[src/rtl/juggle_pkg.sv]
// Shared constants, enums and helpers for the siteswap validator and the
// trajectory generator that consumes its validated patterns.
package juggle_pkg;

  localparam int MAX_PERIOD = 7;
  localparam int DIGIT_W    = 3;

  typedef enum logic [2:0] {
    ERR_NONE       = 3'd0,
    ERR_EMPTY      = 3'd1,
    ERR_COLLISION  = 3'd2,
    ERR_OVERFLOW   = 3'd3,
    ERR_ZERO_BALLS = 3'd4
  } err_e;

  typedef enum logic [1:0] {
    IDLE,
    CHECK,
    DIV
  } state_e;

  // Small modulo used for landing slots and the periodic fill; a zero divisor
  // only occurs when nothing is buffered and its result is then unused.
  function automatic logic [2:0] mod_small(input logic [3:0] a, input logic [2:0] n);
    return (n == 3'd0) ? 3'd0 : 3'(a % {1'b0, n});
  endfunction

endpackage

[src/rtl/siteswap_validator_if.sv]
// Digit-entry and validated-pattern bundle between the UI side and the
// siteswap validator. The validator takes the slave view.
interface siteswap_validator_if;
  import juggle_pkg::*;

  logic [DIGIT_W-1:0] digit_in;
  logic               digit_valid_in;
  logic               clear_in;
  logic               commit_in;

  logic [DIGIT_W-1:0] pattern_out [MAX_PERIOD-1:0];
  logic [2:0]         period_out;
  logic [2:0]         num_balls_out;
  logic               pattern_valid_out;
  logic [2:0]         error_out;
  logic               busy_out;

  modport slave (
    input  digit_in, digit_valid_in, clear_in, commit_in,
    output pattern_out, period_out, num_balls_out, pattern_valid_out, error_out, busy_out
  );

  modport master (
    output digit_in, digit_valid_in, clear_in, commit_in,
    input  pattern_out, period_out, num_balls_out, pattern_valid_out, error_out, busy_out
  );

endinterface

[src/rtl/siteswap_validator.sv]
// Siteswap entry buffer and validator. Digits are appended one per strobe;
// a commit walks the buffer one digit per cycle checking that no two throws
// land in the same beat, then divides the throw sum by the period by repeated
// subtraction to get the ball count. A good pattern is published with a
// one-cycle pattern_valid pulse and held through later errors.
// Optional build macro SITESWAP_DEFAULT_EN: reset loads the 3-ball cascade
// and pulses pattern_valid once after reset so the display starts animating.
module siteswap_validator
  import juggle_pkg::*;
(
  input logic             clk_in,
  input logic             rst_in,
  siteswap_validator_if.slave bus
);

`ifdef SITESWAP_DEFAULT_EN
  localparam logic [DIGIT_W-1:0] RESET_DIGIT  = 3'd3;
  localparam logic [2:0]         RESET_PERIOD = 3'd1;
  localparam logic [2:0]         RESET_BALLS  = 3'd3;
`else
  localparam logic [DIGIT_W-1:0] RESET_DIGIT  = 3'd0;
  localparam logic [2:0]         RESET_PERIOD = 3'd0;
  localparam logic [2:0]         RESET_BALLS  = 3'd0;
`endif

  state_e             state_q, state_d;
  logic [DIGIT_W-1:0] digit_buf_q [MAX_PERIOD-1:0];
  logic [DIGIT_W-1:0] digit_buf_d [MAX_PERIOD-1:0];
  logic [2:0]         len_q, len_d;
  logic               ovf_q, ovf_d;
  logic [2:0]         idx_q, idx_d;
  logic [5:0]         sum_q, sum_d;
  logic [MAX_PERIOD-1:0] mask_q, mask_d;
  logic [5:0]         rem_q, rem_d;
  logic [2:0]         quot_q, quot_d;
  err_e               error_q, error_d;
  logic [DIGIT_W-1:0] pattern_q [MAX_PERIOD-1:0];
  logic [DIGIT_W-1:0] pattern_d [MAX_PERIOD-1:0];
  logic [2:0]         period_q, period_d;
  logic [2:0]         balls_q, balls_d;
  logic               valid_q, valid_d;
`ifdef SITESWAP_DEFAULT_EN
  logic               boot_q;
`endif

  logic [DIGIT_W-1:0] digit_cur;
  logic [2:0]         land;
  logic [5:0]         sum_next;

  // Next-state and datapath updates; clear overrides every state.
  always_comb begin
    state_d     = state_q;
    digit_buf_d = digit_buf_q;
    len_d       = len_q;
    ovf_d       = ovf_q;
    idx_d       = idx_q;
    sum_d       = sum_q;
    mask_d      = mask_q;
    rem_d       = rem_q;
    quot_d      = quot_q;
    error_d     = error_q;
    pattern_d   = pattern_q;
    period_d    = period_q;
    balls_d     = balls_q;
    valid_d     = 1'b0;

    digit_cur = digit_buf_q[idx_q];
    land      = mod_small({1'b0, idx_q} + {1'b0, digit_cur}, len_q);
    sum_next  = sum_q + {3'b000, digit_cur};

    if (bus.clear_in) begin
      state_d = IDLE;
      len_d   = 3'd0;
      ovf_d   = 1'b0;
      error_d = ERR_NONE;
    end else begin
      case (state_q)
        IDLE: begin
          if (bus.commit_in) begin
            error_d = ERR_NONE;
            if (len_q == 3'd0) begin
              error_d = ERR_EMPTY;
            end else if (ovf_q) begin
              error_d = ERR_OVERFLOW;
            end else begin
              idx_d   = 3'd0;
              sum_d   = 6'd0;
              mask_d  = '0;
              state_d = CHECK;
            end
          end else if (bus.digit_valid_in) begin
            if (len_q < 3'(MAX_PERIOD)) begin
              digit_buf_d[len_q] = bus.digit_in;
              len_d              = len_q + 3'd1;
            end else begin
              ovf_d = 1'b1;
            end
          end
        end

        CHECK: begin
          if (mask_q[land]) begin
            error_d = ERR_COLLISION;
            state_d = IDLE;
          end else begin
            mask_d[land] = 1'b1;
            sum_d        = sum_next;
            if (idx_q == len_q - 3'd1) begin
              rem_d   = sum_next;
              quot_d  = 3'd0;
              state_d = DIV;
            end else begin
              idx_d = idx_q + 3'd1;
            end
          end
        end

        DIV: begin
          if (rem_q >= {3'b000, len_q}) begin
            rem_d  = rem_q - {3'b000, len_q};
            quot_d = quot_q + 3'd1;
          end else begin
            state_d = IDLE;
            if (quot_q == 3'd0) begin
              error_d = ERR_ZERO_BALLS;
            end else begin
              for (int k = 0; k < MAX_PERIOD; k++) begin
                pattern_d[k] = digit_buf_q[mod_small(4'(k), len_q)];
              end
              period_d = len_q;
              balls_d  = quot_q;
              valid_d  = 1'b1;
            end
          end
        end

        default: state_d = IDLE;
      endcase
    end
  end

  // State and datapath registers with synchronous reset.
  always_ff @(posedge clk_in) begin
    if (rst_in) begin
      state_q  <= IDLE;
      len_q    <= 3'd0;
      ovf_q    <= 1'b0;
      idx_q    <= 3'd0;
      sum_q    <= 6'd0;
      mask_q   <= '0;
      rem_q    <= 6'd0;
      quot_q   <= 3'd0;
      error_q  <= ERR_NONE;
      for (int k = 0; k < MAX_PERIOD; k++) begin
        digit_buf_q[k] <= '0;
        pattern_q[k]   <= RESET_DIGIT;
      end
      period_q <= RESET_PERIOD;
      balls_q  <= RESET_BALLS;
      valid_q  <= 1'b0;
`ifdef SITESWAP_DEFAULT_EN
      boot_q   <= 1'b1;
`endif
    end else begin
      state_q     <= state_d;
      digit_buf_q <= digit_buf_d;
      len_q       <= len_d;
      ovf_q       <= ovf_d;
      idx_q       <= idx_d;
      sum_q       <= sum_d;
      mask_q      <= mask_d;
      rem_q       <= rem_d;
      quot_q      <= quot_d;
      error_q     <= error_d;
      pattern_q   <= pattern_d;
      period_q    <= period_d;
      balls_q     <= balls_d;
`ifdef SITESWAP_DEFAULT_EN
      valid_q     <= valid_d | boot_q;
      boot_q      <= 1'b0;
`else
      valid_q     <= valid_d;
`endif
    end
  end

  assign bus.pattern_out       = pattern_q;
  assign bus.period_out        = period_q;
  assign bus.num_balls_out     = balls_q;
  assign bus.pattern_valid_out = valid_q;
  assign bus.error_out         = error_q;
  assign bus.busy_out          = (state_q != IDLE);

endmodule

[src/flat_wrapper.sv]
// flat-port wrapper written by rule: the top's interface ports become plain ports
module siteswap_validator_flat import juggle_pkg::*;
  (clk_in, rst_in, bus_digit_in, bus_digit_valid_in, bus_clear_in, bus_commit_in, bus_pattern_out, bus_period_out, bus_num_balls_out, bus_pattern_valid_out, bus_error_out, bus_busy_out);
  siteswap_validator_if bus_i ();
  input logic clk_in;
  input logic rst_in;
  input wire logic [$bits(bus_i.digit_in)-1:0] bus_digit_in;
  input wire logic [$bits(bus_i.digit_valid_in)-1:0] bus_digit_valid_in;
  input wire logic [$bits(bus_i.clear_in)-1:0] bus_clear_in;
  input wire logic [$bits(bus_i.commit_in)-1:0] bus_commit_in;
  output wire logic [$bits(bus_i.pattern_out)-1:0] bus_pattern_out;
  output wire logic [$bits(bus_i.period_out)-1:0] bus_period_out;
  output wire logic [$bits(bus_i.num_balls_out)-1:0] bus_num_balls_out;
  output wire logic [$bits(bus_i.pattern_valid_out)-1:0] bus_pattern_valid_out;
  output wire logic [$bits(bus_i.error_out)-1:0] bus_error_out;
  output wire logic [$bits(bus_i.busy_out)-1:0] bus_busy_out;
  assign bus_i.digit_in = bus_digit_in;
  assign bus_i.digit_valid_in = bus_digit_valid_in;
  assign bus_i.clear_in = bus_clear_in;
  assign bus_i.commit_in = bus_commit_in;
  assign bus_pattern_out = {>>{bus_i.pattern_out}};
  assign bus_period_out = bus_i.period_out;
  assign bus_num_balls_out = bus_i.num_balls_out;
  assign bus_pattern_valid_out = bus_i.pattern_valid_out;
  assign bus_error_out = bus_i.error_out;
  assign bus_busy_out = bus_i.busy_out;
  siteswap_validator u_core (.clk_in(clk_in), .rst_in(rst_in), .bus(bus_i));
endmodule
[config.mk]
export PLATFORM = sky130hd
export DESIGN_NAME = siteswap_validator_flat
export DESIGN_NICKNAME = d
export VERILOG_FILES = /design/src/rtl/juggle_pkg.sv /design/src/rtl/siteswap_validator_if.sv /design/src/rtl/siteswap_validator.sv /design/src/flat_wrapper.sv
export SDC_FILE = /design/constraint.sdc
export NUM_CORES = 1
export LEC_CHECK = 0
export CORE_MARGIN = 3
export CORE_UTILIZATION = 40
export DETAILED_ROUTE_END_ITERATION = 12
export DONT_BUFFER_PORTS = 1
export SLEW_MARGIN = 10
export SYNTH_ARGS = -nofsm -noshare
export SYNTH_HDL_FRONTEND = slang
export SYNTH_SLANG_ARGS = --single-unit
[constraint.sdc]
create_clock -name clk_in -period 17.2 [get_ports clk_in]
set_clock_uncertainty 0.2 [all_clocks]
set_input_delay 1.72 -clock clk_in [delete_from_list [all_inputs] [get_ports clk_in]]
set_output_delay 1.72 -clock clk_in [all_outputs]
set_load 0.005 [all_outputs]
Word-level counts from Yosys, hierarchy flattened
Cells that the tools add are included.
{"block": "word_totals", "input_bits": 8, "reg_bits": 83, "wordCells": 166, "out_inout_bits": 32}
{"block": "classes", "add_sub_neg": 7, "n_reduce_logical": 20, "n_lt_le_gt_ge": 14, "eq_ne": 14, "div": 8, "n_mux": 70, "n_bitwise": 7}
{"op": "two-way mux 3 bit", "n": 30}
{"op": "binary-select mux 3 bit (select 3 bit)", "n": 8}
{"op": "two-way mux 6 bit", "n": 7}
{"op": "less-than comparator 3 x 4 -> 1 bit (second input constant)", "n": 10}
{"op": "two-way mux 7 bit", "n": 4}
{"op": "one-hot mux 6 bit (2 select lines)", "n": 2}
{"op": "bitwise mux 21 bit", "n": 1}
{"op": "AND reduction 5 bit", "n": 4}
{"op": "two-way mux 2 bit", "n": 7}
{"op": "one-hot mux 7 bit (2 select lines)", "n": 1}
{"op": "modulo 3 x 3 -> 4 bit (first input constant)", "n": 3}
{"op": "!= test 2 bit (second input constant)", "n": 6}
{"op": "one-hot mux 3 bit (2 select lines)", "n": 2}
{"op": "AND reduction 4 bit", "n": 3}
{"op": "adder 3 x 1 -> 3 bit (second input constant)", "n": 3}
{"op": "demux 3 bit (select 3 bit)", "n": 1}
{"op": "one-hot mux 3 bit (3 select lines)", "n": 1}
{"op": "modulo 2 x 3 -> 4 bit (first input constant)", "n": 2}
{"op": "!= test 2 x 1 -> 1 bit (second input constant)", "n": 4}
{"op": "OR 7 bit", "n": 1}
{"op": "AND reduction 7 bit", "n": 1}
{"op": "adder 6 x 3 -> 6 bit", "n": 1}
{"op": ">= comparator 3 x 1 -> 1 bit (second input constant)", "n": 2}
{"op": ">= comparator 6 x 3 -> 1 bit", "n": 1}
{"op": "24 further kinds", "n": 35}

Depth between registers and ports, before layout
{"block": "depth", "word_depth": 12, "ltp_mapped": 36, "depth_no_buf": 34}

Least setup slack after synthesis
OpenSTA, ideal clock, no wires.
{"block": "synth_path", "kind": "register -> register", "from": "reg u_core.idx_q[0]", "to": "reg u_core.rem_q[4]", "setup_slack_ps": 9431, "path_stages_with_launch": 36, "arrival_ps": 7495, "path_cell_list": "dfxtp_1 -> clkbuf_1 -> mux4_2 -> nor2_1 -> a21o_1 -> inv_1 -> ha_1 -> a21o_1 -> a21oi_1 -> inv_1 -> ha_1 -> nand4b_1 -> o2bb2ai_1 -> o21ai_0 -> ha_1 -> o21a_1 -> o21ai_1 -> mux2_2 -> ha_1 -> o21a_1 -> o21a_1 -> nor2_1 -> a21boi_0 -> inv_1 -> fa_1 -> a21bo_2 -> a21oi_1 -> o31ai_2 -> a31oi_4 -> mux2i_4 -> mux2i_1 -> o211ai_2 -> a211o_1 -> buf_6 -> o32a_1 -> a31oi_1"}
{"block": "synth_via", "elab_chain_len": 9, "word_cells_on_any_way": 15, "classes_between": "add/sub (2); div (1); eq/ne (3); mux (8); reduce/logical (1)"}
{"item": "start: declaration", "line_no": "siteswap_validator.sv:31", "text": "logic [2:0] idx_q, idx_d;"}
{"item": "start signal: assignment", "line_no": "siteswap_validator.sv:169", "text": "idx_q <= idx_d;"}
{"item": "binary-select mux 3 bit (select 3 bit)", "line_no": "siteswap_validator.sv:67", "text": "digit_cur = digit_buf_q[idx_q];"}
{"item": "two-way mux 3 bit (not written as such)", "line_no": "siteswap_validator.sv:67"}
{"item": "adder 3 x 3 -> 4 bit", "line_no": "siteswap_validator.sv:68", "text": "land = mod_small({1'b0, idx_q} + {1'b0, digit_cur}, len_q);"}
{"item": "modulo 4 x 3 -> 4 bit", "line_no": "juggle_pkg.sv:25", "text": "return (n == 3'd0) ? 3'd0 : 3'(a % {1'b0, n});"}
{"item": "two-way mux 3 bit", "line_no": "juggle_pkg.sv:25"}
{"item": "binary-select mux 1 bit (select 3 bit)", "line_no": "siteswap_validator.sv:102", "text": "if (mask_q[land]) begin"}
{"item": "two-way mux 1 bit (not written as such)", "line_no": "siteswap_validator.sv:102"}
{"item": "!= test 2 bit (no source line)"}
{"item": "AND reduction 5 bit (no source line)"}
{"item": "end signal: assignment", "line_no": "siteswap_validator.sv:172", "text": "rem_q <= rem_d;"}
{"item": "end: declaration", "line_no": "siteswap_validator.sv:34", "text": "logic [5:0] rem_q, rem_d;"}
Parallel ways exist; a longest one is shown, timed or not. The select of a mux whose other input is x is not followed.
A chain may end at the register's enable or synchronous reset.

Final worst setup path
{"block": "layout_path", "from": "reg u_core.idx_q[0]", "to": "reg u_core.idx_q[2]"}
{"block": "layout_via", "elab_chain_len": 9, "word_cells_on_any_way": 15, "classes_between": "add/sub (2); div (1); eq/ne (3); mux (8); reduce/logical (1)"}
{"item": "binary-select mux 3 bit (select 3 bit)", "line_no": "siteswap_validator.sv:67"}
{"item": "two-way mux 3 bit (not written as such)", "line_no": "siteswap_validator.sv:67"}
{"item": "adder 3 x 3 -> 4 bit", "line_no": "siteswap_validator.sv:68"}
{"item": "modulo 4 x 3 -> 4 bit", "line_no": "juggle_pkg.sv:25"}
{"item": "two-way mux 3 bit", "line_no": "juggle_pkg.sv:25"}
{"item": "binary-select mux 1 bit (select 3 bit)", "line_no": "siteswap_validator.sv:102"}
{"item": "two-way mux 1 bit (not written as such)", "line_no": "siteswap_validator.sv:102"}
{"item": "!= test 2 bit (no source line)"}
{"item": "AND reduction 7 bit (no source line)"}
Parallel ways exist; a longest one is shown, timed or not. The select of a mux whose other input is x is not followed.

==> flow_metrics.py <==
metrics = {
    "outcome": {
        "status": "complete, no violations",
    },
    "worst_setup_path": {
        "start_kind": "flop",
        "timing.rr.start": "u_core.idx_q[0]$_SDFFE_PP0P_",
        "startpoint": "u_core.idx_q[0]$_SDFFE_PP0P_",
        "crit_top_cell": "ha_1",
        "r2r_slack_ns": 8.51,
        "reg2regPathDepth": 33,
        "crit_path_top_delay_cell": "a31oi_2",
        "cp_max_fo": 15,
        "worst_setup_path_end_kind": "flop",
        "crit_type": "flop to flop",
        "worstSetupEndpoint": "u_core.idx_q[2]$_SDFFE_PP0P_",
        "max_stage_delay_ns": 0.74,
        "cp.required_ns": 17.26,
        "r2r-end": "u_core.idx_q[2]$_SDFFE_PP0P_",
        "arrival_ns": 8.75,
    },
    "logic_synthesis": {
        "syn-num-nets": 978,
        "synth_mux_area_share_pct": 12.95,
        "synth_ff_type": "dfxtp_1",
        "synth.most_common_cell": "nor2_1",
        "synth_cells": 909,
        "synth_area_sq_um": 7129,
        "ys_types": 74,
        "yosysWarnings": 0,
        "synth-simple-area-share_pct": 19.48,
        "synth_top_family_by_area": "compound AO/OA/AOI/OAI gates",
        "synth_compound_area_share_pct": 24.85,
        "synthAdderAreaFrac_pct": 11.23,
        "synthXorXnorAreaFrac_pct": 2.457,
        "synth-async-reset-ratio_pct": 0,
        "ys_top_cells_by_count": "108 x nor2_1, 83 x dfxtp_1, 75 x a21oi_1",
        "synth_top_area_cell": "dfxtp_1",
        "synth_edf_count": 0,
        "ys_seq_area_share_pct": 23.31,
        "synthTopCellsByArea": "dfxtp_1 23%, ha_1 9.8%, mux2i_1 9.3%",
        "syn_avg_cell_area_sq_um": 7.843,
        "netlist.area_leader.share_pct": 23.31,
        "ys_ff_latch": 83,
    },
    "global_route": {
        "antenna_found_initial": 0,
        "gr-usage-all-layers_pct": 19.86,
        "grt_overflow_total": 0,
        "first_global_vias": 5932,
        "grt_max_degree": 64,
        "grt_pass1_wl_um": 31750,
    },
    "clock_network": {
        "cts-hold-fix-buffers": 0,
        "cts_setup_buffers": 0,
        "cts_tree": "yes",
        "cts_resized": 0,
        "clock_tree.root_cell": "clkbuf_16",
        "clock_sinks": 83,
        "path_clk_slew_ns": 0.07,
        "clk_latency_ns": 0.36,
        "cts_max_level": 3,
        "clockBufferDepth": 2,
        "numCtsBuffers": 9,
    },
    "sta": {
        "finalCritPeriodShare_pct": 50.54,
        "maxSlewViolCount": 0,
        "setup_violations": 0,
        "tightest_slew_ns": 1.133,
        "rsz0062_at_grt": "false",
        "tns_ns": 0,
        "hold_violations": 0,
        "fin_crit_ns": 8.692,
        "fmax_mhz": 115.0,
        "whs_ns": 0.2742,
        "relSlewSlack_pct": 24.20,
    },
    "power": {
        "vdd_drop_max_mv": 0.05694,
        "power.density_nw_per_um2": 61.10,
        "p_leak_nw": 2.728,
    },
    "layout": {
        "multi_input_area_sq_um": 5065,
        "regArea_sq_um": 1662,
        "final_nets": 938,
        "synthToLayoutAreaGrowth_pct": 5.809,
        "drive_gt1_share_pct": 8.009,
        "fin_util_pct": 43.46,
        "n_antenna_cell": 0,
        "fill_cells": 1750,
    },
    "drt": {
        "vias_per_cell": 5.834,
        "drt_iter0_drc": 493,
        "routedWlPerCell_um": 17.77,
        "drc": 0,
        "ant_nets": 0,
        "vias": 6412,
        "drt_pre_antenna_iters": 5,
        "drt-total-wl_um": 19530,
    },
    "flow_run": {
        "drv_cap": 0,
    },
    "floorplan": {
        "die_x_um": 139.5,
        "start_util_pct": 41.08,
        "core_sq_um": 17360,
        "die_area_sq_um": 19460,
        "die_h_um": 139.5,
        "row_count": 48,
        "ios": 40,
    },
    "place": {
        "io_buffer_count": 0,
        "place_congestion": 0.8909,
        "place_hpwl_um": 13800,
    },
    "worst_hold_path": {
        "hp-class": "flop to flop",
    },
}
-- final cells by class --
type,instances,area share (%)
clock buffer,10,3.035
inverter,40,1.990
sequential,83,22.03
timing repair buffer,11,1.095
tap,225,3.732
clock inverter,6,0.9786
multi-input combinational,724,67.14
-- flip-flops by register name, summed over array words and instances, names as in the netlist --
signal	flops
u_core.idx_q	3
u_core.bus.period_out	3
u_core.bus.num_balls_out	3
u_core.bus.pattern_valid_out	1
u_core.state_q	2
u_core.bus.error_out	3
u_core.sum_q	6
u_core.bus.pattern_out	21
u_core.len_q	3
u_core.mask_q	7
u_core.digit_buf_q	21
u_core.ovf_q	1
u_core.quot_q	3
u_core.rem_q	6
-- critical path, delay by kind of cell (launching register included) --
kind / cells / cell delay [ns]
buffers and inverters: 3 / 0.28
multiplexers: 4 / 1.58
AO/OA/AOI/OAI: 18 / 3.98
flip-flops: 1 / 0.61
adder cells (fa/ha/maj): 5 / 1.42
AND/OR/NAND/NOR: 3 / 0.48
-- worst min-delay path by stage --
stage	slack, ns	cells after the start	startpoint	endpoint
after floorplan	0.23	2	u_core.mask_q[2]$_SDFFE_PP0P_	u_core.mask_q[2]$_SDFFE_PP0P_
after global placement	0.26	2	u_core.rem_q[0]$_SDFFE_PP0P_	u_core.rem_q[0]$_SDFFE_PP0P_
after detailed placement	0.26	2	u_core.rem_q[0]$_SDFFE_PP0P_	u_core.rem_q[0]$_SDFFE_PP0P_
after CTS	0.27	2	u_core.rem_q[0]$_SDFFE_PP0P_	u_core.rem_q[0]$_SDFFE_PP0P_
after global routing	0.30	2	u_core.rem_q[0]$_SDFFE_PP0P_	u_core.rem_q[0]$_SDFFE_PP0P_
final	0.27	2	u_core.rem_q[0]$_SDFFE_PP0P_	u_core.rem_q[0]$_SDFFE_PP0P_
-- report_power, final --
part	total [W]	switching, W	leakage [nW]	internal (W)
clock network	0.000201	0.0000867	0.141	0.000114
registers	0.000195	0.00000163	0.669	0.000193
logic	0.0000653	0.0000389	1.92	0.0000264
total	0.000461	0.000127	2.73	0.000334
-- per-stage QoR --
stage	power (W)	setup WS, ns	std cells	area [sq um]
floorplan	0.0002533	9.431	909	7129
global placement	0.0002632	8.818	1083	7241
detailed placement	0.0002636	8.565	1083	7241
CTS	0.0004674	8.552	1099	7543
global route	0.0004799	7.823	1099	7543
finish	0.0004609	8.508	1099	7543
-- kinds of logic after synthesis --
logic type	count (synthesis)
compound gates	259
flops	83
buf+inv	102
mux	82
simple gates	302
xor+xnor	20
fa+ha+maj	61
-- per-layer routing --
metal / part of all wire, % / vias up / global-route usage, %
li1: - / 3228 / -
met3: 6.7 / 18 / 5.052
met5: 0 / - / 0
met1: 47 / 2992 / 27.86
met4: 1.1 / 0 / 4.480
met2: 45 / 174 / 30.81
-- placed cells by master, fill, tap and decap left out, drive strengths merged, types with 16 or more instances in the layout --
cell type  instances
nand2             74
nand3             37
a211oi            43
nand2b            16
o21ai             36
a21oi             76
mux2i             67
inv               42
xnor2             16
nor3              21
nor2             108
a31oi             16
dfxtp             83
ha                56
(Power assumes the default switching activity.)
